$ cat src/rtl/csync_decoder.sv
// Composite-sync receiver: recovers hsync/vsync from csync, measures the line period and
// tracks lock against it.
module csync_decoder #(
    parameter int unsigned CW         = 10,
    parameter int unsigned HS_MIN     = 8,
    parameter int unsigned VS_MIN     = 40,
    parameter int unsigned VS_COUNT   = 3,
    parameter int unsigned LOCK_LINES = 4
) (
    input  logic          CK,
    input  logic          RN,
    input  logic          csync,
    input  logic          cblank,
    output logic          hs_pulse,
    output logic          vs_pulse,
    output logic [CW-1:0] pix_cnt,
    output logic [CW-1:0] line_cnt,
    output logic [CW-1:0] hperiod,
    output logic          locked,
    output logic          err,
    output logic          active
);

    localparam logic [CW-1:0] CNT_MAX   = '1;
    localparam logic [CW-1:0] HS_LIM    = CW'(HS_MIN);
    localparam logic [CW-1:0] VS_LIM    = CW'(VS_MIN);
    localparam int unsigned   BW        = $clog2(VS_COUNT + 1);
    localparam int unsigned   MW        = $clog2(LOCK_LINES + 1);
    localparam logic [BW-1:0] BROAD_LIM = BW'(VS_COUNT);
    localparam logic [MW-1:0] MATCH_LIM = MW'(LOCK_LINES);

    typedef enum logic [1:0] {
        StSearch,
        StTrack,
        StLocked
    } state_e;

    state_e        state_q, state_d;
    logic          csync_q, cblank_q, rise_q;
    logic [CW-1:0] low_q, low_d;
    logic [CW-1:0] pix_q, pix_d;
    logic [CW-1:0] line_q, line_d;
    logic [CW-1:0] hperiod_q, hperiod_d;
    logic [BW-1:0] broad_q, broad_d;
    logic [MW-1:0] match_q, match_d;
    logic          miss_q, miss_d;
    logic          skip_q, skip_d;
    logic          hs_q, hs_d;
    logic          vs_q, vs_d;
    logic          err_q, err_d;

    logic          is_hs, is_broad;
    logic [CW-1:0] pix_inc, period;
    logic [MW-1:0] match_inc;
    logic [BW-1:0] broad_inc;

    // rise_q delays classification one cycle so low_q holds the complete pulse width.
    assign is_hs     = rise_q && (low_q >= HS_LIM) && (low_q < VS_LIM);
    assign is_broad  = rise_q && (low_q >= VS_LIM);
    assign pix_inc   = (pix_q == CNT_MAX) ? CNT_MAX : pix_q + CW'(1);
    // Period includes the cycle in which pix_cnt is cleared.
    assign period    = pix_inc;
    assign match_inc = match_q + MW'(1);
    assign broad_inc = broad_q + BW'(1);

    always_comb begin
        state_d   = state_q;
        low_d     = low_q;
        pix_d     = pix_inc;
        line_d    = line_q;
        hperiod_d = hperiod_q;
        broad_d   = broad_q;
        match_d   = match_q;
        miss_d    = miss_q;
        skip_d    = skip_q;
        hs_d      = 1'b0;
        vs_d      = 1'b0;
        err_d     = 1'b0;

        if (rise_q) begin
            low_d = '0;
        end else if (!csync_q && (low_q != CNT_MAX)) begin
            low_d = low_q + CW'(1);
        end

        if (is_hs) begin
            hs_d    = 1'b1;
            pix_d   = '0;
            line_d  = (line_q == CNT_MAX) ? CNT_MAX : line_q + CW'(1);
            broad_d = '0;
        end

        if (is_broad) begin
            skip_d = 1'b1;
            if (broad_inc == BROAD_LIM) begin
                vs_d    = 1'b1;
                line_d  = '0;
                broad_d = '0;
            end else begin
                broad_d = broad_inc;
            end
        end

        if (is_hs) begin
            unique case (state_q)
                StSearch: begin
                    hperiod_d = period;
                    match_d   = '0;
                    skip_d    = 1'b1;
                    state_d   = StTrack;
                end
                StTrack: begin
                    if (skip_q) begin
                        skip_d = 1'b0;
                    end else if (period == hperiod_q) begin
                        match_d = match_inc;
                        if (match_inc == MATCH_LIM) begin
                            state_d = StLocked;
                        end
                    end else begin
                        hperiod_d = period;
                        match_d   = '0;
                    end
                end
                StLocked: begin
                    if (skip_q) begin
                        skip_d = 1'b0;
                    end else if (period == hperiod_q) begin
                        miss_d = 1'b0;
                    end else begin
                        err_d = 1'b1;
                        if (miss_q) begin
                            state_d = StSearch;
                            match_d = '0;
                            miss_d  = 1'b0;
                        end else begin
                            miss_d = 1'b1;
                        end
                    end
                end
                default: state_d = StSearch;
            endcase
        end

        // A line that never ends drops back to searching without flagging an error.
        if (pix_d == CNT_MAX) begin
            state_d = StSearch;
            match_d = '0;
            miss_d  = 1'b0;
        end
    end

    always_ff @(posedge CK or negedge RN) begin
        if (!RN) begin
            state_q   <= StSearch;
            csync_q   <= 1'b0;
            cblank_q  <= 1'b0;
            rise_q    <= 1'b0;
            low_q     <= '0;
            pix_q     <= '0;
            line_q    <= '0;
            hperiod_q <= '0;
            broad_q   <= '0;
            match_q   <= '0;
            miss_q    <= 1'b0;
            skip_q    <= 1'b0;
            hs_q      <= 1'b0;
            vs_q      <= 1'b0;
            err_q     <= 1'b0;
        end else begin
            state_q   <= state_d;
            csync_q   <= csync;
            cblank_q  <= cblank;
            rise_q    <= ~csync_q & csync;
            low_q     <= low_d;
            pix_q     <= pix_d;
            line_q    <= line_d;
            hperiod_q <= hperiod_d;
            broad_q   <= broad_d;
            match_q   <= match_d;
            miss_q    <= miss_d;
            skip_q    <= skip_d;
            hs_q      <= hs_d;
            vs_q      <= vs_d;
            err_q     <= err_d;
        end
    end

    assign hs_pulse = hs_q;
    assign vs_pulse = vs_q;
    assign pix_cnt  = pix_q;
    assign line_cnt = line_q;
    assign hperiod  = hperiod_q;
    assign locked   = (state_q == StLocked);
    assign err      = err_q;
    assign active   = locked & ~cblank_q & csync_q;

endmodule

$ cat config.mk
export PLATFORM = sky130hd
export DESIGN_NAME = csync_decoder
export DESIGN_NICKNAME = d
export VERILOG_FILES = /design/src/rtl/csync_decoder.sv
export SDC_FILE = /design/constraint.sdc
export NUM_CORES = 1
export LEC_CHECK = 0
export BUFFER_PORTS_ARGS = -buffer_cell sky130_fd_sc_hd__buf_2
export CAP_MARGIN = 40
export CORE_UTILIZATION = 45
export DETAILED_ROUTE_END_ITERATION = 10
export PLACE_DENSITY = 0.68
export SYNTH_ARGS = -nofsm -noshare
export SYNTH_HDL_FRONTEND = slang
export SYNTH_SLANG_ARGS = --single-unit
$ cat constraint.sdc
create_clock -name CK -period 3.6 [get_ports CK]
set_input_delay 0.36 -clock CK [delete_from_list [all_inputs] [get_ports CK]]
set_output_delay 0.36 -clock CK [all_outputs]
set_load 0.03 [all_outputs]
== Word-level counts from Yosys, hierarchy flattened ==
Index checks and enable logic that the tools add are counted.
Storage, ports and cells
  output and inout bits: 35
  word-level logic and storage cells: 111
  flip-flop bits (word level): 55
Operators by class
  equal/unequal tests: 18
  order comparisons: 3
  mux-type cells: 48
  add/sub/neg operators: 5
  bitwise operators: 5
  reductions and logical operators: 17
Operators with widths (count)
  2-to-1 mux 10 bit: 10
  adder 10 x 1 -> 10 bit, second input constant: 3
  == test 10 bit, second input constant: 3
  2-to-1 mux 2 bit: 11
  2-to-1 mux 3 bit: 7
  one-hot mux 10 bit (2 select lines): 1
  2-to-1 mux 1 bit: 16
  == test 10 bit: 1
  >= comparator 10 x 4 -> 1 bit, second input constant: 1
  >= comparator 10 x 6 -> 1 bit, second input constant: 1
  < comparator 10 x 6 -> 1 bit, second input constant: 1
  inequality test 10 bit, second input constant: 1
  nonzero test 2 bit: 5
  inequality test 3 bit, second input constant: 3
  one-hot mux 3 bit (3 select lines): 1
  AND reduction 7 bit: 1
  inequality test 3 x 2 -> 1 bit, second input constant: 2
  one-hot mux 2 bit (3 select lines): 1
  AND reduction 6 bit: 1
  == test 2 bit, second input constant: 2
  logical AND 1 bit: 4
  inequality test 2 bit, second input constant: 2
  AND reduction 4 bit: 1
  nonzero test 4 bit: 1
  13 further kinds: 16

== Depth between registers and ports, before layout ==
Gate-level depths: netlist (run 1).
  word-level depth: 8
  gate-level depth with buffers: 10
  depth with buffers taken out: 9

== Worst setup path after synthesis (run 1) ==
No wires, ideal clock.
  path type: reg-to-reg
  from: reg pix_q[0], in the netlist pix_cnt[0]
  to: reg hperiod_q[0], in the netlist hperiod[0]
  stages on the path, launching flop included: 11
  period minus slack after synthesis: 3184 ps
  required time: 3475 ps
  arrival time: 3059 ps
  setup slack: 416 ps
  cells stage by stage: dfrtp_1 ha_1 and3_1 buf_2 a31o_2 and4_1 o22ai_1 nor4b_4 or3b_2 a21oi_4 mux2_2
On the way
  longest elaborated chain between the ends: 5
  elaborated cells between the ends (all ways): 9
Ends and longest elaborated chain
  start, declared: RTL line 41  | logic [CW-1:0] pix_q, pix_d;
  start signal, assigned: RTL line 176  | pix_q <= pix_d;
  adder 10 x 1 -> 10 bit / == test 10 bit (equally long branches): RTL line 60  | assign pix_inc = (pix_q == CNT_MAX) ? CNT_MAX : pix_q + CW'(1);
  2-to-1 mux 10 bit (*): RTL line 60
  == test 10 bit / 2-to-1 mux 10 bit (equally long branches): RTL line 115  | end else if (period == hperiod_q) begin
  inequality test 2 bit (no source line) / 2-to-1 mux 10 bit (equally long branches)
  AND reduction 4 bit (no source line) / one-hot mux 10 bit (2 select lines) (equally long branches)
  end signal, assigned: RTL line 178  | hperiod_q <= hperiod_d;
  end, declared: RTL line 43  | logic [CW-1:0] hperiod_q, hperiod_d;
Every way passes the cells marked *; elsewhere a longest branch is shown, timed or not. The select of a mux whose other input is x is not followed.
A chain may end at the register's enable or synchronous reset.

== Final worst setup path (run 1) ==
  from: reg pix_q[0], in the netlist pix_cnt[0]
  to: reg hperiod_q[2], in the netlist hperiod[2]
The elaborated chain is that of the path after synthesis.

==> out/qor.csv, run 1 <==
metric,value,unit
status,finished clean,
Worst Hold Class,in -> async,
chip height,85.41,µm
met3 WL post-DR,313,µm
mean post-synth cell area,9.573,µm²
GP Congestion,0.8945,
clk slew on worst S/H paths,0.10,ns
initial antenna violation count,0,
cell count after synthesis,327,
Pleak,1.655,nW
drt total wl,6566,µm
Mapped Area,3131,µm²
I/O pins,39,
post-synth top area share,43.96,%
worst slew pin tran,0.5610,ns
Area growth syn-to-layout,12.55,%
post-layout min period,3.304,ns
H-Tree Depth,2,
simple-gate share of the synthesized area,22.98,%
Die ar.,7294,µm²
Core Area,6756,µm²
most common cell in the synthesized netlist,dfrtp_1,
Layout Nets,381,
CP Buf/Inv Count,0,
largest net degree at the start of global routing,31,
RSZ-0062 raised after global routing,no,
synth cell count leaders,"55 x dfrtp_1, 32 x nor2_1, 23 x nand2_1, 20 x a21oi_1, 18 x inv_1",
synth top area cells,"dfrtp_1 44%, ha_1 4.4%, nor2_1 3.8%, mux2_2 3.2%, a21oi_1 3.2%",
PwrDens,614.6,nW/µm²
Synth Area in Adders,4.396,%
post-cts sizing count,0,
DRC viols,0,
Site Rows,30,
DR vias/cell,5.714,
CTS Root Cell,clkbuf_8,
max layer used,met4,
"Design Area, Final",3523,µm²
vias in the first global route,2358,
ant diodes,0,
Initial Util,46.33,%
GRT Total Usage,18.93,%
post-synthesis mux area share,5.476,%
Clock Skew,0.004173,ns
DRT iter0 DRCs,103,
peak supply drop,0.2339,mV
Yosys reg bits,55,
Max Freq,302.7,MHz
"Seq/Total Area, Yosys",43.96,%
worst-skew pair later-pin latency,0.31,ns
critical path cell sequence,"ha_1, and3_1, a31o_2, and4_1, o22ai_1, nor4b_4, or3b_2, a21oi_4, mux2_2",
CP Class,reg -> reg,
layout cells sized above 1,19.89,%
clock buffer depth,2,
share of synthesized registers carrying an async set or reset,100.0,%
Area after DPL,3406,µm²
syn_nets,342,
wire length per cell,14.69,µm
vias,2554,
TritonCTS Buffers,5,
crit path DAT,3.51,ns
period utilization,91.77,%
Crit path required time,3.80,ns
"Largest stage delay, worst path",0.50,ns
Compound-Gate Fraction of Synth Area,14.87,%
Worst setup EP type,flip-flop,
Power Total,2.165,mW
CTS sink cnt,55,
fin. max-slew vios,0,
first-pass GRT wire length,10960,µm
port bufs,38,
crit-path max FO,10,
gr ovfl total,0,
Netlist cell types,57,
1st-pass router iterations,4,
number of synthesized flops with an enable pin,0,
met2 WL,3114,µm
"delay-heaviest family, CP",simple AND/OR/NAND/NOR gates,
met1 wire length,3083,µm
Hold Buf Count CTS,0,
TritonCTS clock tree,built,
Die X,85.41,µm
XOR/XNOR Fraction of Synth Area,4.476,%
post-DP HPWL,4799,µm
Ys Warns,0,
max-cap violations,0,
CP max stage cell,or3b_2,
Reg-to-Reg Start,pix_cnt[0],
postcts setup bufs,0,
Sum Neg Setup Slack,0,ns
ANT nets after route,0,
Final Setup Violations,0,
most common flop cell mapped by yosys,dfrtp_1,
crit path launch,pix_cnt[0],
post-synth top area cell,dfrtp_1,
Fin. Hold Viols,0,
main combinational cell family by area after synthesis,simple AND/OR/NAND/NOR gates,
Critical Path Start Type,flip-flop,
Hold WS,0.02759,ns
Rel. slew slack,62.60,%
[state kept, by name, indices dropped and copies added, names as in the netlist, 2 cells and up]
register / flops
state_q: 2
broad_q: 2
line_cnt: 10
low_q: 10
match_q: 3
hperiod: 10
pix_cnt: 10
[cell families after synthesis]
logic type / count (synthesis)
AND/OR/NAND/NOR: 132
AO/OA/AOI/OAI: 68
flip-flops: 55
buffers and inverters: 29
XOR/XNOR: 16
multiplexers: 16
adder cells (fa/ha/maj): 11
[where the power goes]
group	switching (mW)	leakage, nW	internal (mW)
combinational	0.522	0.855	0.347
sequential	0.159	0.739	0.707
clock	0.205	0.0612	0.225
total	0.887	1.65	1.28
[layout make-up]
cell class	count	area, µm²
Clock inverter	2	35.03
Inverter	18	67.56
Multi-Input combinational cell	243	1634
Clock buffer	6	82.58
Tap cell	80	100.1
Fill cell	647	3233
Sequential cell	55	1376
Timing Repair Buffer	43	227.7
[per-layer routing]
layer | vias up | global-route usage [%]
met3 | 6 | 4.767
met1 | 1232 | 25.55
met2 | 64 | 30.33
met5 | - | 0
li1 | 1252 | -
met4 | 0 | 5.303
[placed cells by master, fill, tap and decap left out, drive strengths merged, types with 3 or more instances in the layout]
cell | Yosys | final
a211oi | 3 | 3
buf | 6 | 43
xor2 | 7 | 7
o31ai | 3 | 3
nand2 | 23 | 23
ha | 11 | 11
xnor2 | 9 | 9
nor2 | 33 | 33
mux2 | 9 | 9
a21oi | 21 | 21
nand3 | 17 | 17
o21ai | 12 | 12
and2 | 3 | 3
nand4 | 9 | 9
or4 | 3 | 3
nand2b | 4 | 4
nor3 | 13 | 13
and3 | 6 | 6
dfrtp | 55 | 55
mux2i | 7 | 7
clkbuf | 5 | 6
or3 | 5 | 5
a31oi | 3 | 3
inv | 18 | 18
and4 | 4 | 4
o211ai | 5 | 5
[worst paths after layout]
path	to	slack (ns)	cells past startpoint
hold / removal	pix_cnt[8]	0.03	1
max in group asynchronous	line_cnt[4]	2.77	2
setup / recovery	hperiod[2]	0.30	9
setup reg to reg	hperiod[2]	0.30	9
min in group CK	cblank_q	0.15	1
hold reg to reg	rise_q	0.50	1
[through the flow]
stage               setup WS, ns  util, %  cells
global route              0.1053    52.15    447
finish                    0.2964    52.15    447
global placement          0.3844    50.41    439
floorplan                 0.4159        -    327
CTS                       0.2758    52.15    447
detailed placement        0.3275    50.41    439
[worst register-to-register path: stages, from the launching register on]
cell,delay (ns)
dfrtp_1,0.48
ha_1,0.29
and3_1,0.27
a31o_2,0.28
and4_1,0.19
o22ai_1,0.29
nor4b_4,0.12
or3b_2,0.50
a21oi_4,0.38
mux2_2,0.39
Power figures use the tool's default switching activity.
==> run 2: changes to the inputs <==
--- a/config.mk
+++ b/config.mk
@@ -9,7 +9,8 @@
 export CAP_MARGIN = 40
 export CORE_UTILIZATION = 45
 export DETAILED_ROUTE_END_ITERATION = 10
-export PLACE_DENSITY = 0.68
+export MAX_ROUTING_LAYER = met4
+export PLACE_DENSITY = 0.75
 export SYNTH_ARGS = -nofsm -noshare
 export SYNTH_HDL_FRONTEND = slang
 export SYNTH_SLANG_ARGS = --single-unit
==> run 2 against run 1 <==
Global-route usage grew 0.28 points. Utilization shrank 0.37 points. Cell area shrank 0.71%. Setup slack gained 0.015 ns. Register-to-register slack gained 0.02 ns. Critical endpoint is now hperiod[0]. Largest cell class unchanged. Highest routed layer unchanged.
==> out/qor.csv, run 2 (synthesis results as in run 1) <==
metric,value,unit
status,finished clean,
CTS sink cnt,55,
Clock Skew,0.008093,ns
post-layout min period,3.288,ns
GRT Total Usage,19.21,%
initial antenna violation count,0,
RSZ-0062 raised after global routing,no,
vias in the first global route,2412,
Layout Nets,381,
ANT nets after route,0,
"delay-heaviest family, CP",compound AO/OA/AOI/OAI gates,
"commonest non-fill, non-tap cell in the layout",dfrtp_1,
Worst setup EP type,flip-flop,
Die ar.,7294,µm²
Global Route met3 Usage,3.405,%
CP Buf/Inv Count,0,
Die X,85.41,µm
CTS Root Cell,clkbuf_8,
GP Congestion,0.8615,
Area growth syn-to-layout,11.75,%
Worst Hold Class,in -> async,
largest net degree at the start of global routing,31,
Critical Path Start Type,flip-flop,
GR peak layer,met2,
Hold Buf Count CTS,0,
clock buffer depth,2,
GR Util met2,31.49,%
clk slew on worst S/H paths,0.10,ns
1st-pass router iterations,4,
Post-Route Utilization,51.78,%
DRT iter0 DRCs,126,
met1 Track Usage GR,24.39,%
Rel. slew slack,57.29,%
most frequent cells in the layout,"55 x dfrtp_1, 38 x buf_2, 32 x nor2_1",
wire length per cell,14.54,µm
Final Setup Violations,0,
PwrDens,595.3,nW/µm²
period utilization,91.34,%
first-pass GRT wire length,10980,µm
"Design Area, Final",3498,µm²
CP max stage cell,dfrtp_1,
Core Area,6756,µm²
Power Total,2.083,mW
Crit path required time,3.79,ns
H-Tree Depth,2,
post-cts sizing count,0,
Area after DPL,3406,µm²
layout cells sized above 1,19.89,%
Layout fillers,625,
port bufs,38,
TritonCTS Buffers,5,
DR vias/cell,5.747,
gr ovfl total,0,
chip height,85.41,µm
crit-path max FO,12,
Sum Neg Setup Slack,0,ns
postcts setup bufs,0,
Site Rows,30,
Pleak,1.633,nW
drt total wl,6499,µm
post-DP HPWL,4787,µm
max-cap violations,0,
worst slew pin tran,0.6406,ns
Max Freq,304.1,MHz
worst-skew pair later-pin latency,0.31,ns
Initial Util,46.33,%
TritonCTS clock tree,built,
critical path cell sequence,"and4_1, a2111oi_0, a31o_2, o22ai_1, nor4b_4, or3b_2, a21oi_4, mux2_2",
fin. max-slew vios,0,
peak supply drop,0.2711,mV
DRC viols,0,
Fin. Hold Viols,0,
"Largest stage delay, worst path",0.58,ns
CP Class,reg -> reg,
ant diodes,0,
crit path DAT,3.48,ns
vias,2569,
I/O pins,39,
run 2: changes by cell type in the layout (fill, tap and decap cells not counted), sizes merged:
cell / change
bufinv: -1
clkinv: -1
clkbuf: -1
clkinvlp: +2
inv: +1
run 2: report_power, final:
group	switching [mW]	internal (mW)
Sequential	0.147	0.707
Clock	0.207	0.140
Combinational	0.530	0.352
run 2: final cells by class:
cell class / instances / area [µm²] / area share (%)
clock buffer: 5 / 68.82 / 1.967
clock inverter: 3 / 23.77 / 0.6795
inverter: 18 / 67.56 / 1.931
multi-input combinational: 243 / 1634 / 46.71
sequential: 55 / 1376 / 39.34
tap: 80 / 100.1 / 2.861
timing repair buffer: 43 / 227.7 / 6.509
run 2: metal layers:
| metal | wire length, µm | vias up | part of all wire [%] |
|---|---|---|---|
| met3 | 319 | 11 | 4.9 |
| met2 | 3175 | 67 | 49 |
| met4 | 97 | 0 | 1.5 |
| li1 | - | 1258 | - |
| met1 | 2907 | 1233 | 45 |
| met5 | 0 | - | 0 |
run 2: per-stage QoR:
| stage | std cells | worst slack (ns) | hold WS, ns |
|---|---|---|---|
| CTS | 447 | 0.3453 | 0.08887 |
| detailed placement | 439 | 0.3825 | 0.4297 |
| global route | 447 | 0.1769 | 0.1266 |
| floorplan | 327 | 0.4159 | 0.06441 |
| finish | 447 | 0.3118 | 0.06549 |
| global placement | 439 | 0.4754 | 0.4295 |
run 2: worst register-to-register path, delay by kind of cell (launching register included):
kind / cells / cell delay (ns)
AOI/OAI and AO/OA: 4 / 1.14
DFF: 1 / 0.58
muxes: 1 / 0.40
and+or+nand+nor: 3 / 1.04
run 2: worst paths after layout:
path                                  from          to  slack [ns]  depth (start not counted)
worst min register to register     csync_q      rise_q        0.50                          1
worst max-delay path            pix_cnt[4]  hperiod[0]        0.31                          8
max in group asynchronous               RN  pix_cnt[7]        2.74                          2
worst max register to register  pix_cnt[4]  hperiod[0]        0.31                          8
min in group CK                     cblank    cblank_q        0.16                          1
worst min-delay path                    RN  hperiod[5]        0.07                          1
==> run 3: changes to the inputs <==
--- a/config.mk
+++ b/config.mk
@@ -7,10 +7,10 @@
 export LEC_CHECK = 0
 export BUFFER_PORTS_ARGS = -buffer_cell sky130_fd_sc_hd__buf_2
 export CAP_MARGIN = 40
-export CORE_UTILIZATION = 45
+export CORE_UTILIZATION = 43
 export DETAILED_ROUTE_END_ITERATION = 10
 export MAX_ROUTING_LAYER = met4
-export PLACE_DENSITY = 0.75
+export PLACE_DENSITY = 0.73
 export SYNTH_ARGS = -nofsm -noshare
 export SYNTH_HDL_FRONTEND = slang
 export SYNTH_SLANG_ARGS = --single-unit
==> run 3 against run 2 <==
Cell count rose by 4.3%. First-iteration DRC count rose by 5.6%. Flip-flop and latch count unchanged. Clock skew is 0.0014 ns higher. Register-to-register slack improved by 0.02 ns. Utilization down 0.31 points. Global-route usage shrank 0.091 points. Fmax grew 0.56%. Total power grew 0.62%. Clock power grew 2%. Routed wire length increased by 3.5%.
==> out/qor.csv, run 3 (synthesis results as in run 1) <==
metric,value,unit
wire length per cell,14.43,µm
post-route non-filler standard cell count,466,
Initial Util,45.33,%
Worst Hold Class,in -> reg,
status,finished clean,
CTS Root Cell,clkbuf_8,
Sum Neg Setup Slack,0,ns
DRT iter0 DRCs,133,
DRC viols,0,
period utilization,90.83,%
I/O pins,39,
Fin. Hold Viols,0,
gr ovfl total,0,
post-layout min period,3.270,ns
Layout fillers,687,
"commonest non-fill, non-tap cell in the layout",dfrtp_1,
max-cap violations,0,
Register Area,1376,µm²
chip height,87.33,µm
largest net degree at the start of global routing,30,
dpl cells,457,
Core Area,6907,µm²
crit path DAT,3.47,ns
area of the multi-input gates,1634,µm²
R2R depth,9,
GP Congestion,0.9172,
Reg-to-Reg Start,pix_cnt[1],
crit-path max FO,10,
ANT nets after route,0,
RSZ-0062 raised after global routing,no,
crit path launch,pix_cnt[1],
port bufs,38,
Rel. slew slack,63.64,%
PwrDens,589.5,nW/µm²
first-pass GRT wire length,11140,µm
worst slew pin tran,0.5386,ns
TritonCTS Buffers,5,
post-DP HPWL,4974,µm
clk slew on worst S/H paths,0.10,ns
drt total wl,6724,µm
Site Rows,30,
peak supply drop,0.2152,mV
CTS sink cnt,55,
Area growth syn-to-layout,13.55,%
CP Class,reg -> reg,
Final Setup Violations,0,
Max Freq,305.8,MHz
worst reg-to-reg setup slack,0.33,ns
Die ar.,7626,µm²
Critical Path Start Type,flip-flop,
CP endpoint,hperiod[8],
Clock Skew,0.009538,ns
DR vias/cell,5.620,
H-Tree Depth,2,
Die X,87.33,µm
initial antenna violation count,0,
Pleak,1.660,nW
GRT Total Usage,19.12,%
Crit path required time,3.80,ns
vias,2619,
TritonCTS clock tree,built,
R2R Path End,hperiod[8],
postcts setup bufs,0,
ant diodes,0,
fin. max-slew vios,0,
Worst setup EP type,flip-flop,
clock buffer depth,2,
vias in the first global route,2386,
layout cells sized above 1,20.27,%
most frequent cells in the layout,"55 x dfrtp_1, 38 x buf_2, 32 x nor2_1",
worst-skew pair later-pin latency,0.32,ns
Layout Nets,384,
1st-pass router iterations,4,
[run 3: cell count changes in the layout (fill, tap and decap cells not counted)]
cell,previous run,this run
inv_6,1,2
dlygate4sd3_1,0,1
clkinv_2,0,1
buf_4,5,6
buf_12,0,1
clkinvlp_4,2,0
[run 3: how the worst min path moves through the flow]
stage	startpoint	end	slack, ns	cells past startpoint
2_1_floorplan	RN	broad_q[0]	0.06	0
4_1_cts	cblank	cblank_q	0.13	1
3_3_place_gp	csync	csync_q	0.48	1
5_1_grt	csync	csync_q	0.12	1
6_report	cblank	cblank_q	0.14	1
3_5_place_dp	RN	err	0.24	1
[run 3: routing by layer]
layer  share of wire (%)  up-vias  track usage [%]
met2                  48       75            31.32
met3                 5.9        3            5.118
met5                   0        -                -
met4                0.39        0            4.173
met1                  46     1278            23.67
li1                    -     1263                -
[run 3: what timing repair did]
| item | CTS | global route |
|---|---|---|
| hold buffers | 1 | 0 |
| resized for setup | 0 | 0 |
| hold endpoints to repair | 9 | 0 |
[run 3: critical path, stage by stage (launching register included)]
cell,delay (ns)
dfrtp_1,0.44
ha_1,0.25
xnor2_1,0.39
o211ai_1,0.15
and4_1,0.23
o22ai_1,0.29
nor4b_4,0.12
or3b_2,0.49
a21oi_4,0.41
mux2_2,0.39
[run 3: power breakdown]
| part | internal [mW] | switching (mW) |
|---|---|---|
| clock | 0.141 | 0.211 |
| sequential | 0.707 | 0.148 |
| combinational | 0.355 | 0.533 |
[run 3: final cells by class]
| class | count | area share, % |
|---|---|---|
| timing repair buffer | 46 | 7.462 |
| clock buffer | 5 | 1.936 |
| multi-input combinational | 243 | 45.97 |
| tap | 96 | 3.379 |
| inverter | 18 | 1.901 |
| sequential | 55 | 38.72 |
| clock inverter | 3 | 0.6336 |
[run 3: metrics by stage]
| step | hold WS [ns] | power, mW | worst slack (ns) | utilization, % | cell area [µm²] |
|---|---|---|---|---|---|
| floorplan | 0.06441 | 1.502 | 0.4159 | - | 3131 |
| global placement | 0.4766 | 1.728 | 0.4546 | 49.71 | 3433 |
| CTS | 0.1273 | 2.114 | 0.3472 | 51.47 | 3555 |
| global route | 0.1215 | 2.246 | 0.1242 | 51.47 | 3555 |
| finish | 0.1418 | 2.096 | 0.3301 | 51.47 | 3555 |
| detailed placement | 0.2439 | 1.752 | 0.3857 | 50.00 | 3453 |
